[config.mk]
export PLATFORM = sky130hd
export DESIGN_NAME = qeciphy_link_fail_mon
export DESIGN_NICKNAME = d
export VERILOG_FILES = /design/src/rtl/qeciphy_link_fail_mon.sv
export SDC_FILE = /design/constraint.sdc
export NUM_CORES = 1
export LEC_CHECK = 0
export CAP_MARGIN = 20
export CELL_PAD_IN_SITES_DETAIL_PLACEMENT = 0
export CELL_PAD_IN_SITES_GLOBAL_PLACEMENT = 1
export CORE_AREA = 3 3 40 42
export DETAILED_ROUTE_END_ITERATION = 8
export DIE_AREA = 0 0 43 45
export PLACE_DENSITY_LB_ADDON = 0.1
export SYNTH_ARGS = -nofsm -noshare
export SYNTH_HDL_FRONTEND = slang
export SYNTH_SLANG_ARGS = --single-unit
[constraint.sdc]
create_clock -name clk_i -period 2 [get_ports clk_i]
set_clock_uncertainty 0.2 [all_clocks]
set_input_delay 0.5 -clock clk_i [delete_from_list [all_inputs] [get_ports clk_i]]
set_output_delay 0.5 -clock clk_i [all_outputs]
set_load 0.03 [all_outputs]
[src/rtl/qeciphy_link_fail_mon.sv]
// Consecutive bad-frame monitor.
//   clk_i, rst_n_i : clock, asynchronous active-low reset
//   err_evt_i      : a bad frame is being reported on the next status cycle
//   ok_evt_i       : a good frame is being reported on the next status cycle
//   clear_i        : clears the consecutive count and link_fail_o
//   link_fail_o    : sticky, set once FAIL_THRESH consecutive bad frames are seen
// The events arrive one cycle ahead of the checker's registered status pulses,
// so link_fail_o rises in the same cycle as the frame_err_o that reaches the
// threshold.
module qeciphy_link_fail_mon #(
  parameter int FAIL_THRESH = 4
) (
  input  logic clk_i,
  input  logic rst_n_i,
  input  logic err_evt_i,
  input  logic ok_evt_i,
  input  logic clear_i,
  output logic link_fail_o
);

  localparam int CW = $clog2(FAIL_THRESH + 1);

  logic [CW-1:0] consec_cnt;

  always_ff @(posedge clk_i or negedge rst_n_i) begin
    if (!rst_n_i) begin
      consec_cnt  <= '0;
      link_fail_o <= 1'b0;
    end else if (clear_i) begin
      // Clear beats a coincident error: that error is not counted.
      consec_cnt  <= '0;
      link_fail_o <= 1'b0;
    end else if (err_evt_i) begin
      if (consec_cnt < CW'(FAIL_THRESH)) begin
        consec_cnt <= consec_cnt + 1'b1;
      end
      if (consec_cnt >= CW'(FAIL_THRESH - 1)) begin
        link_fail_o <= 1'b1;
      end
    end else if (ok_evt_i) begin
      // A good frame breaks the run but leaves link_fail_o latched.
      consec_cnt <= '0;
    end
  end

endmodule

After elaboration in Yosys (flattened, before gate mapping)
Index checks and enable logic that the tools add are counted.
Word-level totals
  word-level logic and storage cells: 18
  output and inout port bits: 1
  bits in read-only memories: 0
  memories: 0
  memory bits (writable): 0
  latch bits: 0
  bits in registers: 4
Cells by class
  shift-type cells: 0
  magnitude comparators: 2
  multiply operators: 0
  bitwise operators: 0
  reductions and logical operators: 5
  add/sub/neg operators: 1
  multiplexer cells: 7
  eq/ne operators: 1
  divide/modulo/power cells: 0
Operators by type and width (number)
  $mux 3: 4
  $reduce_and 2->1: 2
  $reduce_bool 2->1: 2
  $add 3x1->3 const B: 1
  $ge 3x2->1 const B: 1
  $lt 3x3->1 const B: 1
  $mux 1: 3
  $ne 3x1->1 const B: 1
  $reduce_bool 3->1: 1

Logic depth before layout (Yosys ltp)
Gate-level depths: netlist (run 1).
  depth in word-level cells: 4
  mapped depth: 5

Worst setup path before layout (run 1)
Ideal clock, no wire load.
  kind: register to register
  from: register consec_cnt[0]
  to: register link_fail_o
  period minus slack after synthesis: 1.495 ns
  path buffers: 0
  data required time: 1.664 ns
  library setup time: 0.136 ns
  stages on the path, launching flop included: 5
  path slack: 0.505 ns
  data arrival time: 1.159 ns
  cells stage by stage: dfrtp_1 ha_1 ha_1 a2111oi_0 nor3_1
Between the ends
  cells in the longest elaborated chain, start to end: 3
Ends and longest elaborated chain
  from (decl): line 23  | logic [CW-1:0] consec_cnt;
  from (signal assigned): line 35  | consec_cnt <= consec_cnt + 1'b1;
  $ge 3x2->1: line 37  | if (consec_cnt >= CW'(FAIL_THRESH - 1)) begin
  $reduce_bool 2->1 (no source line)
  $reduce_and 2->1 (no source line)
  to (signal assigned): line 28  | link_fail_o <= 1'b0;
  to (signal assigned): line 32  | link_fail_o <= 1'b0;
  to (signal assigned): line 38  | link_fail_o <= 1'b1;
  to (decl): line 18  | output logic link_fail_o
No other way between the ends.
A chain may end at the register's enable or synchronous reset.

Final worst setup path (run 1)
Same ends and word-level chain as after synthesis.

==> reports/summary.txt, run 1 <==
status: completed
RSZ-0062 raised after global routing: false
post-synthesis xor/xnor area fraction: 0%
Post-Synthesis Cells: 22
worst vdd ir: 290 µV
Clock Pin Slew Worst Setup and Hold Paths: 30 ps
CTS tree: yes
Initial Util: 17.0%
global route overflow: 0
ys async rst share: 100%
Synth warnings: 0
CP delay by family, top: flip-flops
Final Critical Period: 1580 ps
clock sinks: 4
post-synthesis mux area share: 4.57%
share of layout cells above drive strength 1: 13.3%
switching share of power: 21.5%
Fin Setup TNS: 0 ps
crit share post-route: 79.2%
combinational share of power: 14.8%
Num CTS Buffers: 3
crit path cell chain: ha_1 > ha_1 > a2111oi_0 > nor3_1
Initial DRC Count: 4
ys flop type: dfrtp_1
final wirelength: 441 µm
endpoints failing setup: 0
post-CTS sizing: 0
Pre-antenna DRT Iters: 2
die width: 43 µm
Port-buffer cells: 5
Slew @ Worst Pin: 356 ps
simple-gate area share of the yosys netlist: 11.4%
Synth Area in Compound Gates: 21.7%
crit end category: flop
power share of the clock group: 43.1%
Clock Tree Root: clkbuf_4
Arr. time, crit path: 1480 ps
GRT Total Usage: 5.85%
sequential power share: 42.1%
global-route wire length before repair: 765 µm
Slowest-stage cell, CP: dfrtp_1
#FFs+latches synth: 4
Vias/cell: 4.04
Crit path depth: 4
DRC Markers: 0
CP required: 1890 ps
number of flops mapped to enable cells by yosys: 0
worst hold slack: 281 ps
crit path kind: reg -> reg
Area Overhead vs Synth: 42.9%
Seq/Total Area, Yosys: 45.7%
crit path launch type: flop
Avg Cell Area, Syn: 9.95 µm²
Max Cap Viol: 0
Max Slew Vio Count: 0
IO Count: 6
die area: 1940 µm²
WL per Instance: 9.80 µm
total nets after synthesis: 29
leak pwr: 0.155 nW
Vias: 182
Post-Synth Adder-Cell Area: 11.4%
clk_lat worst skew: 230 ps
crit-path max cell delay: 400 ps
H-Tree Depth: 1
vias in the first global route: 178
antenna violations before repair: 0
# fillers: 137
hold_buf cts: 0
n_diodes: 0
fmax: 0.631 GHz
largest family of logic cells by synthesized area: compound AO/OA/AOI/OAI gates
Final GP Congestion: 0.664
CTS Buffer Depth: 2
post-synthesis cell type count: 15
# rows: 13
total core area: 1280 µm²
Hold Fails Final Rpt: 0
DRT antenna net count: 0
R2R depth: 4
height of the die: 45 µm
max_slew headroom: 75.6%
Psw: 0.0000467 W
Post-Syn Area: 219 µm²
Final HPWL DP: 350 µm
Crit path top cell by count: ha_1
largest net degree at the start of global routing: 7
Post-CTS Repair Setup Buffers: 0
CP Max Fanout: 4
WP buf/inv: 0
Power Density: 693 nW/µm²
Total Nets Final: 39
internal power: 0.000170 W
Hold Crit Class: in -> async
==> per-layer routing <==
metal | share of wire [%] | GRT usage, % | up-vias
met5 | 0 | 0 | -
met4 | 0 | 0 | 0
met3 | 5.2 | 5.98 | 0
met2 | 37 | 6.29 | 5
met1 | 58 | 8.29 | 81
li1 | - | - | 96
==> cell usage after synthesis (2+ instances only) <==
| cell type | number | share of area [%] |
|---|---|---|
| inv_1 | 3 | 5.1 |
| dfrtp_1 | 4 | 46 |
| a21oi_1 | 2 | 4.6 |
| ha_1 | 2 | 11 |
==> per-stage QoR <==
step | setup slack (ps) | util, % | power (W) | instance area, µm² | std cells
floorplan | 505 | - | 0.000108 | 219 | 22
global placement | 189 | 22.4 | 0.000126 | 288 | 42
detailed placement | 221 | 22.4 | 0.000125 | 288 | 42
CTS | 30.5 | 24.1 | 0.000224 | 310 | 45
global route | 282 | 24.3 | 0.000237 | 313 | 45
finish | 415 | 24.3 | 0.000217 | 313 | 45
==> power by group through the flow <==
stage | combinational [W] | sequential, W | clock, W
3_3_place_gp | 0.0000328 | 0.0000927 | 0
2_1_floorplan | 0.0000153 | 0.0000927 | 0
3_5_place_dp | 0.0000324 | 0.0000924 | 0
5_1_grt | 0.0000366 | 0.0000922 | 0.000108
4_1_cts | 0.0000328 | 0.0000915 | 0.000100
6_report | 0.0000320 | 0.0000913 | 0.0000934
==> state kept, by name, summed over array words and instances (netlist names) <==
name	count
consec_cnt	3
link_fail_o	1
==> cells by family after synthesis <==
kind of cell | Yosys count
buffers and inverters | 3
flip-flops | 4
AO/OA/AOI/OAI | 7
AND/OR/NAND/NOR | 5
multiplexers | 1
adder cells (fa/ha/maj) | 2
==> worst paths after layout <==
kind                                                start                        end  slack [ps]
worst max-delay path            consec_cnt[0]$_DFFE_PN0P_    link_fail_o$_DFFE_PN0P_         420
worst min-delay path                              rst_n_i  consec_cnt[2]$_DFFE_PN0P_         280
worst max register to register  consec_cnt[0]$_DFFE_PN0P_    link_fail_o$_DFFE_PN0P_         420
worst min register to register    link_fail_o$_DFFE_PN0P_    link_fail_o$_DFFE_PN0P_         350
max in group asynchronous                         rst_n_i    link_fail_o$_DFFE_PN0P_        1150
min in group clk_i                link_fail_o$_DFFE_PN0P_    link_fail_o$_DFFE_PN0P_         350
==> layout make-up <==
class,count,area [µm²],share of cell area (%)
Multi-Input combinational cell,15,108,34.4
Sequential cell,4,100,32.0
Timing Repair Buffer,5,52.6,16.8
Clock buffer,3,22.5,7.20
Tap cell,15,18.8,6.00
Inverter,3,11.3,3.60
==> cells in the final DEF (no fill, tap or decap), drive strengths merged <==
master,n
a211oi,1
a21oi,3
o211ai,1
or2,1
nand2b,1
nand2,1
nor3,1
ha,2
o21ai,1
nor2,1
inv,3
mux2i,1
clkdlybuf4s50,4
dlymetal6s2s,1
dfrtp,4
clkbuf,3
a2111oi,1
No activity file was read; power rests on OpenSTA's default activity.
==> inputs of run 2 (changes only) <==
- clock period: 2 -> 1.56 ns (I/O delays scaled with it)
==> reports/summary.txt, run 2 (same netlist as run 1, synthesis figures left out) <==
# rows: 13 (unchanged)
final worst slack: 159 ps (-257 ps)
Final Critical Period: 1400 ps (-183 ps)
multi-input logic area: 114 µm² (+5.8%)
endpoints failing setup: 0 (unchanged)
Power Density: 867 nW/µm² (+25%)
vias in the first global route: 220 (+24%)
Final HPWL DP: 389 µm (+11%)
H-Tree Depth: 1 (unchanged)
crit share post-route: 89.8% (+11 points)
n_diodes: 0 (unchanged)
WP buf/inv: 0 (unchanged)
crit path kind: reg -> reg
CTS Buffer Depth: 2 (unchanged)
clock sinks: 4 (unchanged)
Reg2Reg Launch Point: consec_cnt[0]$_DFFE_PN0P_
Hold Fails Final Rpt: 0 (unchanged)
total core area: 1280 µm² (unchanged)
Initial DRC Count: 6 (+2)
DRC Markers: 0 (unchanged)
Final GP Congestion: 0.687 (+3.5%)
GRT Total Usage: 7.27% (+1.4 points)
CTS tree: yes
CP Max Fanout: 2 (-2)
reg2reg end: link_fail_o$_DFFE_PN0P_
final wirelength: 482 µm (+9.3%)
crit end category: flop
crit path cell chain: ha_1 > ha_1 > a2111oi_2 > nor3_1
DRT antenna net count: 0 (unchanged)
most common cell after layout, fill and taps aside: buf_4
worst vdd ir: 491 µV (+69%)
die area: 1940 µm² (unchanged)
Area Overhead vs Synth: 57.1%
R2R depth: 4 (unchanged)
Vias: 199 (+9.3%)
Port-buffer cells: 5 (unchanged)
internal reg-to-reg setup slack: 160 ps (-260 ps)
CP delay by family, top: adder cells
Setup crit end: link_fail_o$_DFFE_PN0P_
storage element area: 100 µm² (unchanged)
Clock Tree Root: clkbuf_4
Total Nets Final: 43 (+10%)
Post-CTS Repair Setup Buffers: 0 (unchanged)
registers with the most flip-flops: consec_cnt (3), link_fail_o (1)
Initial Util: 17.0% (unchanged)
status: completed
CP required: 1460 ps (-430 ps)
clk_lat worst skew: 240 ps (about the same)
Num CTS Buffers: 3 (unchanged)
share of layout cells above drive strength 1: 29.4% (+16 points)
global route overflow: 0 (unchanged)
# fillers: 147 (+7.3%)
Pre-antenna DRT Iters: 4 (+2)
total power draw: 0.000298 W (+38%)
crit path from: consec_cnt[0]$_DFFE_PN0P_
antenna violations before repair: 0 (unchanged)
global-route wire length before repair: 924 µm (+21%)
hold_buf cts: 0 (unchanged)
crit-path max cell delay: 370 ps (-30 ps)
max_slew headroom: 81.9% (+6.3 points)
crit path launch type: flop
leak pwr: 0.162 nW (+4.1%)
Hold Crit Class: in -> async
RSZ-0062 raised after global routing: false
Slew @ Worst Pin: 270 ps (-85.6 ps)
WL per Instance: 9.84 µm (+0.37%)
Max Slew Vio Count: 0 (unchanged)
Arr. time, crit path: 1300 ps (-180 ps)
Vias/cell: 4.06 (+0.41%)
commonest cells after routing, fill and taps aside: 5 x buf_4, 4 x dfrtp_1, 4 x clkdlybuf4s50_1
Crit path top cell by count: ha_1
fmax: 0.714 GHz (+13%)
Max Cap Viol: 0 (unchanged)
IO Count: 6 (unchanged)
Slowest-stage cell, CP: dfrtp_1
Place WS: -58.0 ps (-279 ps)
Crit path depth: 4 (unchanged)
largest net degree at the start of global routing: 6 (-1)
Largest register FFs: 3 (unchanged)
height of the die: 45 µm (unchanged)
Top reg by flops: consec_cnt
die width: 43 µm (unchanged)
Clock Pin Slew Worst Setup and Hold Paths: 40 ps (about the same)
## run 2: cell types whose count changed in the layout (fill, tap and decap cells not counted)
cell,change
buf_4,+5
a2111oi_0,-1
a2111oi_2,+1
dlymetal6s2s_1,-1
o21ai_0,-1
o21ai_1,+1
## run 2: routing by layer
layer  up-vias  track usage [%]  share of wire, %
li1        102                -                 -
met5         -                0                 0
met1        89             8.27                49
met4         0             3.61                 0
met3         0             7.97                15
met2         8             8.08                36
## run 2: area by class of cell
cell class / instances / share of cell area (%)
sequential: 4 / 29.1
multi-input combinational: 15 / 33.1
clock buffer: 3 / 6.55
tap: 15 / 5.45
timing repair buffer: 9 / 22.5
inverter: 3 / 3.27
## run 2: worst min path at each step
| stage | endpoint | depth (start not counted) | slack, ps | from |
|---|---|---|---|---|
| after floorplan | consec_cnt[0]$_DFFE_PN0P_ | 0 | -110 | rst_n_i |
| after global placement | link_fail_o$_DFFE_PN0P_ | 2 | 360 | link_fail_o$_DFFE_PN0P_ |
| after detailed placement | link_fail_o$_DFFE_PN0P_ | 2 | 350 | link_fail_o$_DFFE_PN0P_ |
| after CTS | consec_cnt[0]$_DFFE_PN0P_ | 1 | 150 | rst_n_i |
| after global routing | consec_cnt[0]$_DFFE_PN0P_ | 1 | 160 | rst_n_i |
| final | consec_cnt[1]$_DFFE_PN0P_ | 1 | 150 | rst_n_i |
## run 2: through the flow
| step | instance area (µm²) | TNS (ps) | std cells | hold slack, ps | util, % |
|---|---|---|---|---|---|
| final | 344 | 0 | 49 | 154 | 26.8 |
| after global placement | 315 | -139 | 46 | 361 | 24.5 |
| after detailed placement | 315 | -68.4 | 46 | 355 | 24.5 |
| after global routing | 344 | 0 | 49 | 162 | 26.8 |
| after CTS | 344 | 0 | 49 | 152 | 26.8 |
| after floorplan | 219 | 0 | 22 | -106 | - |
## run 2: repair_timing
action | in CTS | in global routing
pin swaps | 0 | 1
setup endpoints to repair | 1 | 2
cloned | 0 | 0
gates resized for setup | 2 | 1
## run 2: where the power goes
part	switching (W)	internal [W]
clock network	0.0000411	0.0000859
registers	0.00000389	0.000110
logic	0.0000252	0.0000317
==> inputs of run 3 (changes only) <==
--- a/config.mk
+++ b/config.mk
@@ -6,5 +6,5 @@
 export NUM_CORES = 1
 export LEC_CHECK = 0
-export CAP_MARGIN = 20
+export CAP_MARGIN = 5
 export CELL_PAD_IN_SITES_DETAIL_PLACEMENT = 0
 export CELL_PAD_IN_SITES_GLOBAL_PLACEMENT = 1
@@ -13,4 +13,5 @@
 export DIE_AREA = 0 0 43 45
 export PLACE_DENSITY_LB_ADDON = 0.1
+export RECOVER_POWER = 25
 export SYNTH_ARGS = -nofsm -noshare
 export SYNTH_HDL_FRONTEND = slang
--- a/constraint.sdc
+++ b/constraint.sdc
@@ -3,3 +3,3 @@
 set_input_delay 0.39 -clock clk_i [delete_from_list [all_inputs] [get_ports clk_i]]
 set_output_delay 0.39 -clock clk_i [all_outputs]
-set_load 0.03 [all_outputs]
+set_load 0.05 [all_outputs]
==> reports/summary.txt, run 3 (same netlist as run 1, synthesis figures left out) <==
Pre-antenna DRT Iters: 2 (-2)
antenna violations before repair: 0 (unchanged)
commonest cells after routing, fill and taps aside: 4 x dfrtp_1, 4 x buf_4, 3 x inv_1, 3 x clkbuf_4, 3 x clkdlybuf4s50_1
crit path kind: reg -> reg
n_diodes: 0 (unchanged)
worst vdd ir: 539 µV (+9.7%)
Max Slew Vio Count: 0 (unchanged)
crit end category: flop
R2R depth: 5 (+1)
Final GP Congestion: 0.707 (+2.8%)
die width: 43 µm (unchanged)
Largest register FFs: 3 (unchanged)
clk_lat worst skew: 230 ps (about the same)
fmax: 0.699 GHz (-2.0%)
storage element area: 100 µm² (unchanged)
Hold Crit Class: in -> async
Arr. time, crit path: 1330 ps (+30 ps)
Vias/cell: 4.06 (unchanged)
leak pwr: 0.165 nW (+1.9%)
placed cell areas: 328 µm² (+4.0%)
total core area: 1280 µm² (unchanged)
Clock Tree Root: clkbuf_4
status: completed
max_slew headroom: 82.4% (+0.48 points)
Place WS: -56.0 ps (+2.02 ps)
Initial Util: 17.0% (unchanged)
multi-input logic area: 114 µm² (unchanged)
cell area after layout: 357 µm² (+3.6%)
H-Tree Depth: 1 (unchanged)
CP Max Fanout: 2 (unchanged)
global route overflow: 0 (unchanged)
CTS Buffer Depth: 2 (unchanged)
Top reg by flops: consec_cnt
DRC Markers: 0 (unchanged)
Setup crit end: consec_cnt[2]$_DFFE_PN0P_
GRT Total Usage: 6.61% (-0.66 points)
internal reg-to-reg setup slack: 130 ps (-30 ps)
Clock Pin Slew Worst Setup and Hold Paths: 40 ps (about the same)
die area: 1940 µm² (unchanged)
Num CTS Buffers: 3 (unchanged)
Vias: 199 (unchanged)
Area Overhead vs Synth: 62.9%
Port-buffer cells: 5 (unchanged)
Max Cap Viol: 0 (unchanged)
height of the die: 45 µm (unchanged)
reg2reg end: consec_cnt[2]$_DFFE_PN0P_
Final HPWL DP: 449 µm (+15%)
Hold Fails Final Rpt: 0 (unchanged)
endpoints failing setup: 0 (unchanged)
Power Density: 843 nW/µm² (-2.8%)
global-route wire length before repair: 876 µm (-5.2%)
# fillers: 140 (-4.8%)
registers with the most flip-flops: consec_cnt (3), link_fail_o (1)
Final Critical Period: 1430 ps (+29.2 ps)
CTS tree: yes
crit path from: consec_cnt[0]$_DFFE_PN0P_
Initial DRC Count: 2 (-4)
DRT antenna net count: 0 (unchanged)
RSZ-0062 raised after global routing: false
Total Nets Final: 43 (unchanged)
crit share post-route: 91.7% (+1.9 points)
share of layout cells above drive strength 1: 29.4% (unchanged)
Reg2Reg Launch Point: consec_cnt[0]$_DFFE_PN0P_
final worst slack: 130 ps (-29.2 ps)
clock sinks: 4 (unchanged)
Slew @ Worst Pin: 263 ps (-7.24 ps)
vias in the first global route: 191 (-13%)
largest net degree at the start of global routing: 6 (unchanged)
IO Count: 6 (unchanged)
final wirelength: 527 µm (+9.3%)
# rows: 13 (unchanged)
crit path launch type: flop
WL per Instance: 10.8 µm (+9.3%)
CP required: 1460 ps (about the same)
Post-CTS Repair Setup Buffers: 0 (unchanged)
==> run 3: stage by stage <==
step / total power (W) / setup TNS, ps / utilization [%] / std cells / hold WS [ps]
after floorplan: 0.000140 / 0 / - / 22 / -106
after global placement: 0.000176 / -92.2 / 25.5 / 46 / 406
after detailed placement: 0.000175 / -58.7 / 25.5 / 46 / 397
after CTS: 0.000308 / 0 / 27.8 / 49 / 164
after global routing: 0.000320 / 0 / 27.8 / 49 / 240
final: 0.000300 / 0 / 27.8 / 49 / 234
==> run 3: what timing repair did <==
| action | in CTS | in global routing |
|---|---|---|
| hold buffers | 0 | 0 |
| gates cloned | 0 | 0 |
| resized for setup | 2 | 0 |
| pin swaps | 0 | 1 |
| setup endpoints to repair | 1 | 1 |
==> run 3: worst min-delay path by stage <==
stage | end | depth (start not counted)
final | consec_cnt[1]$_DFFE_PN0P_ | 1
after global routing | consec_cnt[0]$_DFFE_PN0P_ | 1
after CTS | consec_cnt[1]$_DFFE_PN0P_ | 1
after detailed placement | link_fail_o$_DFFE_PN0P_ | 2
after global placement | consec_cnt[0]$_DFFE_PN0P_ | 1
after floorplan | consec_cnt[0]$_DFFE_PN0P_ | 0
==> run 3: critical path: stages, from the launching register on <==
cell	delay [ps]
dfrtp_1	380
ha_1	210
ha_1	270
inv_1	30
o21ai_0	130
a21oi_1	90
==> run 3: layout make-up <==
class / instances / area share [%]
Clock buffer: 3 / 6.32
Inverter: 3 / 3.16
Multi-Input combinational cell: 15 / 31.9
Sequential cell: 4 / 28.1
Tap cell: 15 / 5.26
Timing Repair Buffer: 9 / 25.3
==> run 3: power breakdown <==
group	internal, W	switching (W)
Sequential	0.000111	0.00000478
Clock	0.0000857	0.0000383
Combinational	0.0000337	0.0000274
==> run 3: metal layers <==
metal | wire, µm | vias to the layer above | global-route usage (%)
li1 | - | 106 | -
met1 | 245 | 85 | 9.02
met2 | 218 | 8 | 7.19
met3 | 63 | 0 | 7.17
met4 | 0 | 0 | 0
met5 | 0 | - | 0
